$ cat config.mk
export PLATFORM = sky130hd
export DESIGN_NAME = regfile_sb
export DESIGN_NICKNAME = d
export VERILOG_FILES = /design/src/rtl/regfile_sb.sv
export SDC_FILE = /design/constraint.sdc
export NUM_CORES = 2
export LEC_CHECK = 0
export CAP_MARGIN = 20
export CORE_MARGIN = 5
export CORE_UTILIZATION = 65
export DETAILED_ROUTE_END_ITERATION = 12
export PLACE_DENSITY = 0.83
export SYNTH_ARGS = -nofsm -noshare
export SYNTH_HDL_FRONTEND = slang
export SYNTH_SLANG_ARGS = --single-unit
$ cat constraint.sdc
create_clock -name clk -period 10.9 [get_ports clk]
set_clock_uncertainty 0.1 [all_clocks]
set_input_delay 2.18 -clock clk [delete_from_list [all_inputs] [get_ports clk]]
set_output_delay 2.18 -clock clk [all_outputs]
set_load 0.02 [all_outputs]
$ cat src/rtl/regfile_sb.sv
// Integer register file with two registered read ports, one write port and a
// busy-bit scoreboard that raises a combinational RAW stall on pending producers.
module regfile_sb #(
  parameter int unsigned XLEN     = 32,
  parameter int unsigned AW       = 5,
  parameter bit          ZERO_REG = 1'b1,
  parameter bit          BYPASS   = 1'b1
) (
  input  logic            clk,
  input  logic            rst,
  input  logic            rd_en,
  input  logic [AW-1:0]   rs1,
  input  logic [AW-1:0]   rs2,
  output logic [XLEN-1:0] out1,
  output logic [XLEN-1:0] out2,
  input  logic            rw,
  input  logic [AW-1:0]   rd,
  input  logic [XLEN-1:0] dataIn,
  input  logic            iss_en,
  input  logic [AW-1:0]   iss_rd,
  input  logic            clr,
  output logic            stall,
  output logic [AW:0]     busy_cnt
);

  localparam int unsigned NREGS = 2 ** AW;
  localparam int unsigned CW    = AW + 1;

  logic [XLEN-1:0]  mem [NREGS];
  logic [NREGS-1:0] busy;
  logic [NREGS-1:0] busy_nxt;
  logic [CW-1:0]    cnt_nxt;
  logic [XLEN-1:0]  val1;
  logic [XLEN-1:0]  val2;
  logic             hz1;
  logic             hz2;
  logic             eff_iss;
  logic             wr_en;
  logic             inc;
  logic             dec;

  // Read value selection: hardwired zero, then same-cycle forwarding, then array
  always_comb begin
    val1 = mem[rs1];
    val2 = mem[rs2];
    if (BYPASS && rw && (rd == rs1)) val1 = dataIn;
    if (BYPASS && rw && (rd == rs2)) val2 = dataIn;
    if (ZERO_REG && (rs1 == '0)) val1 = '0;
    if (ZERO_REG && (rs2 == '0)) val2 = '0;
  end

  // Hazard: source still pending unless its producer writes back this cycle
  always_comb begin
    hz1   = busy[rs1] & ~(BYPASS & rw & (rd == rs1));
    hz2   = busy[rs2] & ~(BYPASS & rw & (rd == rs2));
    stall = rd_en & (hz1 | hz2);
  end

  // Scoreboard next state; issue overrides a writeback to the same register
  always_comb begin
    wr_en    = rw & ~(ZERO_REG & (rd == '0));
    eff_iss  = iss_en & ~stall & ~(ZERO_REG & (iss_rd == '0));
    inc      = eff_iss & ~busy[iss_rd];
    dec      = rw & busy[rd] & ~(eff_iss & (iss_rd == rd));
    busy_nxt = busy;
    cnt_nxt  = busy_cnt + CW'(inc) - CW'(dec);
    if (rw) busy_nxt[rd] = 1'b0;
    if (eff_iss) busy_nxt[iss_rd] = 1'b1;
    if (clr) begin
      busy_nxt = '0;
      cnt_nxt  = '0;
    end
  end

  always_ff @(posedge clk or negedge rst) begin
    if (!rst) begin
      for (int i = 0; i < int'(NREGS); i++) mem[i] <= '0;
      out1     <= '0;
      out2     <= '0;
      busy     <= '0;
      busy_cnt <= '0;
    end else begin
      if (wr_en) mem[rd] <= dataIn;
      if (rd_en && !stall) begin
        out1 <= val1;
        out2 <= val2;
      end
      busy     <= busy_nxt;
      busy_cnt <= cnt_nxt;
    end
  end

endmodule
==> results by group <==
Routing
  • Routed WL per cell: 34.7 µm
  • Via Count: 41000
  • Drt initial violations: 5574
  • Final WL: 190000 µm
  • Vias per cell: 7.51
  • Detail Route Antenna Nets: 0
  • Pre-Repair DR Iteration Count: 7
  • Residual DRC: 0

Synth
  • EDFF count, synth: 0
  • Synth area leader: dfrtp_1
  • Synthesized area per cell: 14.3 µm²
  • Syn Std Cell Area: 60300 µm²
  • Area contributors post-synth: dfrtp_1, mux2_2, mux4_2
  • Sequential-to-total area share from yosys stat: 0.465
  • Post-synth top area share: 0.465
  • Async SR Flop Fraction: 1.00
  • Syn Nets: 4291
  • Yosys warns: 0
  • Synth Register Bits: 1120
  • Dominant synthesized flop cell: dfrtp_1
  • Cell variety after synth: 69
  • Mapped Cells: 4226

Floorplanning
  • I/O Pins: 129
  • DIE HEIGHT: 315 µm
  • Die X-Extent: 315 µm
  • FP Rows: 111
  • Die area: 99000 µm²
  • Core area: 91900 µm²
  • Initial Utilization: 0.656

Setup path
  • Reg2Reg Launch Point: busy[18]
  • Crit Path Max Fanout: 34
  • Critical Path Sink Type: output port
  • R2R setup slack: 6.70 ns
  • CP required: 8.62 ns
  • Worst r2r path cells: 16
  • CP most frequent cell: clkdlybuf4s50_1
  • Crit Path Class: in2out
  • Slowest stage delay, CP: 1.04 ns
  • Top cell family by delay on the critical path: buffers and inverters
  • Crit path buffers/inverters: 3
  • Setup crit start kind: input pin
  • Crit-path cells: clkdlybuf4s50_1, xnor2_1, nand4_1, nor2_1, or4_4, o22ai_2, buf_4, clkdlybuf4s50_1
  • Critical path's slowest cell: clkdlybuf4s50_1
  • Arr. time, crit path: 5.60 ns
  • WP depth: 8
  • R2R Path End: busy_cnt[4]

Global route
  • Global-route wire length before repair: 282000 µm
  • Initial antenna violation count: 9
  • Global route overflow: 0
  • Number of global-route vias before repair: 42100
  • Largest net degree at the start of global routing: 169
  • Global Route Usage Sum: 0.385

STA
  • Max-slew violation count: 0
  • Least-Margin Pin Slew: 1.24 ns
  • Setup Viol. Count Final: 0
  • Final hold viol count: 0
  • Fin crit period: 7.88 ns
  • Rel. slew slack: 0.174
  • Fin worst setup slack: 3.02 ns
  • Fmax: 127 MHz
  • Unrepaired setup endpoints after global routing: false
  • Final period util: 0.723
  • Fin Setup TNS: 0 ns

Worst hold path
  • Min-delay src: mem[1021]
  • Hold path depth: 0
  • HP Class: reg2reg
  • Worst Hold Path EP: mem[1021]

Finish
  • Area added between synthesis and finish: 9.84%
  • Multi-input logic area: 30400 µm²
  • Layout Cells excl Fill: 5468
  • Layout cell share with drive strength beyond 1: 0.459
  • Fillers: 5842
  • Reg area: 28000 µm²
  • Final #Nets: 4190

Status
  • Status: completed

Clock tree
  • CTS Root Cell: clkbuf_16
  • CTS tree: built
  • Hold_buf cts: 0
  • Setup bufs post-CTS: 0
  • H-tree Lvls: 3
  • Max clock buf depth: 3
  • Reg clk slew, reported paths: 0.06 ns
  • CTS sink cnt: 1120
  • Clock latency on the worst-skew pair: 0.73 ns
  • Post-cts resize count: 0
  • Number of buffers created by CTS: 114

Pwr
  • VDD IR max: 0.136 mV
  • Design Power: 12.4 mW
  • Pwr per Cell Area: 187 nW/µm²
  • Leakage power: 28.6 nW

Job
  • Max cap viols: 0

Placement
  • PortBufs: 128
  • Routability Congestion: 0.894
  • Hpwl dp: 109000 µm
  • Worst slack, placed: 3.10 ns
  • Inst Count DP: 5248
flip-flops by register name, summed over array words and instances, names as in the netlist:
signal / flops
busy: 32
busy_cnt: 6
mem: 1018
out1: 32
out2: 32
cell usage in the layout, fill, tap and decap left out, drive strengths merged, types with 6 or more instances in the layout:
cell / instances
a211o: 22
a211oi: 76
a21oi: 77
a221o: 16
a221oi: 26
a22o: 24
a22oi: 25
a31oi: 19
a41oi: 18
and2: 35
buf: 127
bufinv: 9
clkbuf: 161
clkdlybuf4s50: 117
clkinv: 32
dfrtp: 1120
diode: 6
ha: 6
inv: 29
mux2: 1107
mux2i: 195
mux4: 442
nand2: 98
nand2b: 17
nand3: 14
nand3b: 26
nor2: 64
nor2b: 25
nor3: 21
o21ai: 69
o221ai: 12
o22ai: 75
o31ai: 20
o32ai: 11
or3b: 7
xnor2: 15
report_power, final:
| part | switching (mW) | leakage [nW] | total (mW) | internal (mW) |
|---|---|---|---|---|
| clock network | 1.73 | 1.92 | 4.07 | 2.34 |
| registers | 0.608 | 14.4 | 5.57 | 4.96 |
| logic | 1.19 | 12.2 | 2.77 | 1.58 |
| total | 3.52 | 28.6 | 12.4 | 8.88 |
stage by stage:
| step | hold WS, ns | utilization | cell area, µm² |
|---|---|---|---|
| global route | 0.288 | 0.720 | 66200 |
| global placement | 0.260 | 0.677 | 62200 |
| finish | 0.275 | 0.721 | 66300 |
| floorplan | 0.325 | - | 60300 |
| CTS | 0.276 | 0.719 | 66100 |
| detailed placement | 0.263 | 0.677 | 62200 |
synthesized netlist by cell type, types with 31 or more instances:
cell type / instances
o22ai_1: 74
dfrtp_1: 1120
buf_2: 83
mux4_2: 442
o21ai_0: 67
a21oi_1: 77
nand2_1: 98
nor2_1: 64
mux2i_1: 195
mux2_4: 38
buf_1: 55
clkbuf_1: 278
a211oi_1: 76
buf_4: 31
mux2_2: 1069
and2_1: 33
cell families after synthesis:
| kind of cell | after synthesis | synth area share |
|---|---|---|
| and+or+nand+nor | 337 | 0.0289 |
| adders and majority gates | 7 | 0.00158 |
| xor gates and xnor gates | 20 | 0.00290 |
| DFF | 1120 | 0.465 |
| muxes | 1744 | 0.406 |
| AOI/OAI and AO/OA | 511 | 0.0594 |
| buffers and inverters | 487 | 0.0363 |
per-layer routing:
metal,global-route usage,vias up,part of all wire
met5,0,-,0.00057
met1,0.516,21400,0.36
met2,0.567,2788,0.45
li1,-,16100,-
met3,0.123,778,0.13
met4,0.208,18,0.065
layout make-up:
type	instances	area share
inverter	26	0.00149
antenna	6	0.000227
clock buffer	161	0.0503
tap	1243	0.0235
sequential	1120	0.423
timing repair buffer	244	0.0350
clock inverter	49	0.00837
multi-input combinational	2619	0.458
worst reg2reg max path, delay by kind of cell, from the launching register on:
family                     cells  cell delay (ns)
AOI/OAI and AO/OA              3             0.45
adders and majority gates      3             0.97
and+or+nand+nor                5             0.84
muxes                          2             0.77
xor gates and xnor gates       1             0.16
buffers and inverters          2             0.29
DFF                            1             0.50
worst max-delay path by stage:
stage / from / endpoint / slack [ns]
2_1_floorplan: rs2[1] / stall / 4.64
3_3_place_gp: rd[0] / stall / 3.08
3_5_place_dp: rd[0] / stall / 3.10
4_1_cts: rd[0] / stall / 3.09
5_1_grt: rd[0] / stall / 2.83
6_report: rd[0] / stall / 3.02
(Power assumes the default switching activity.)
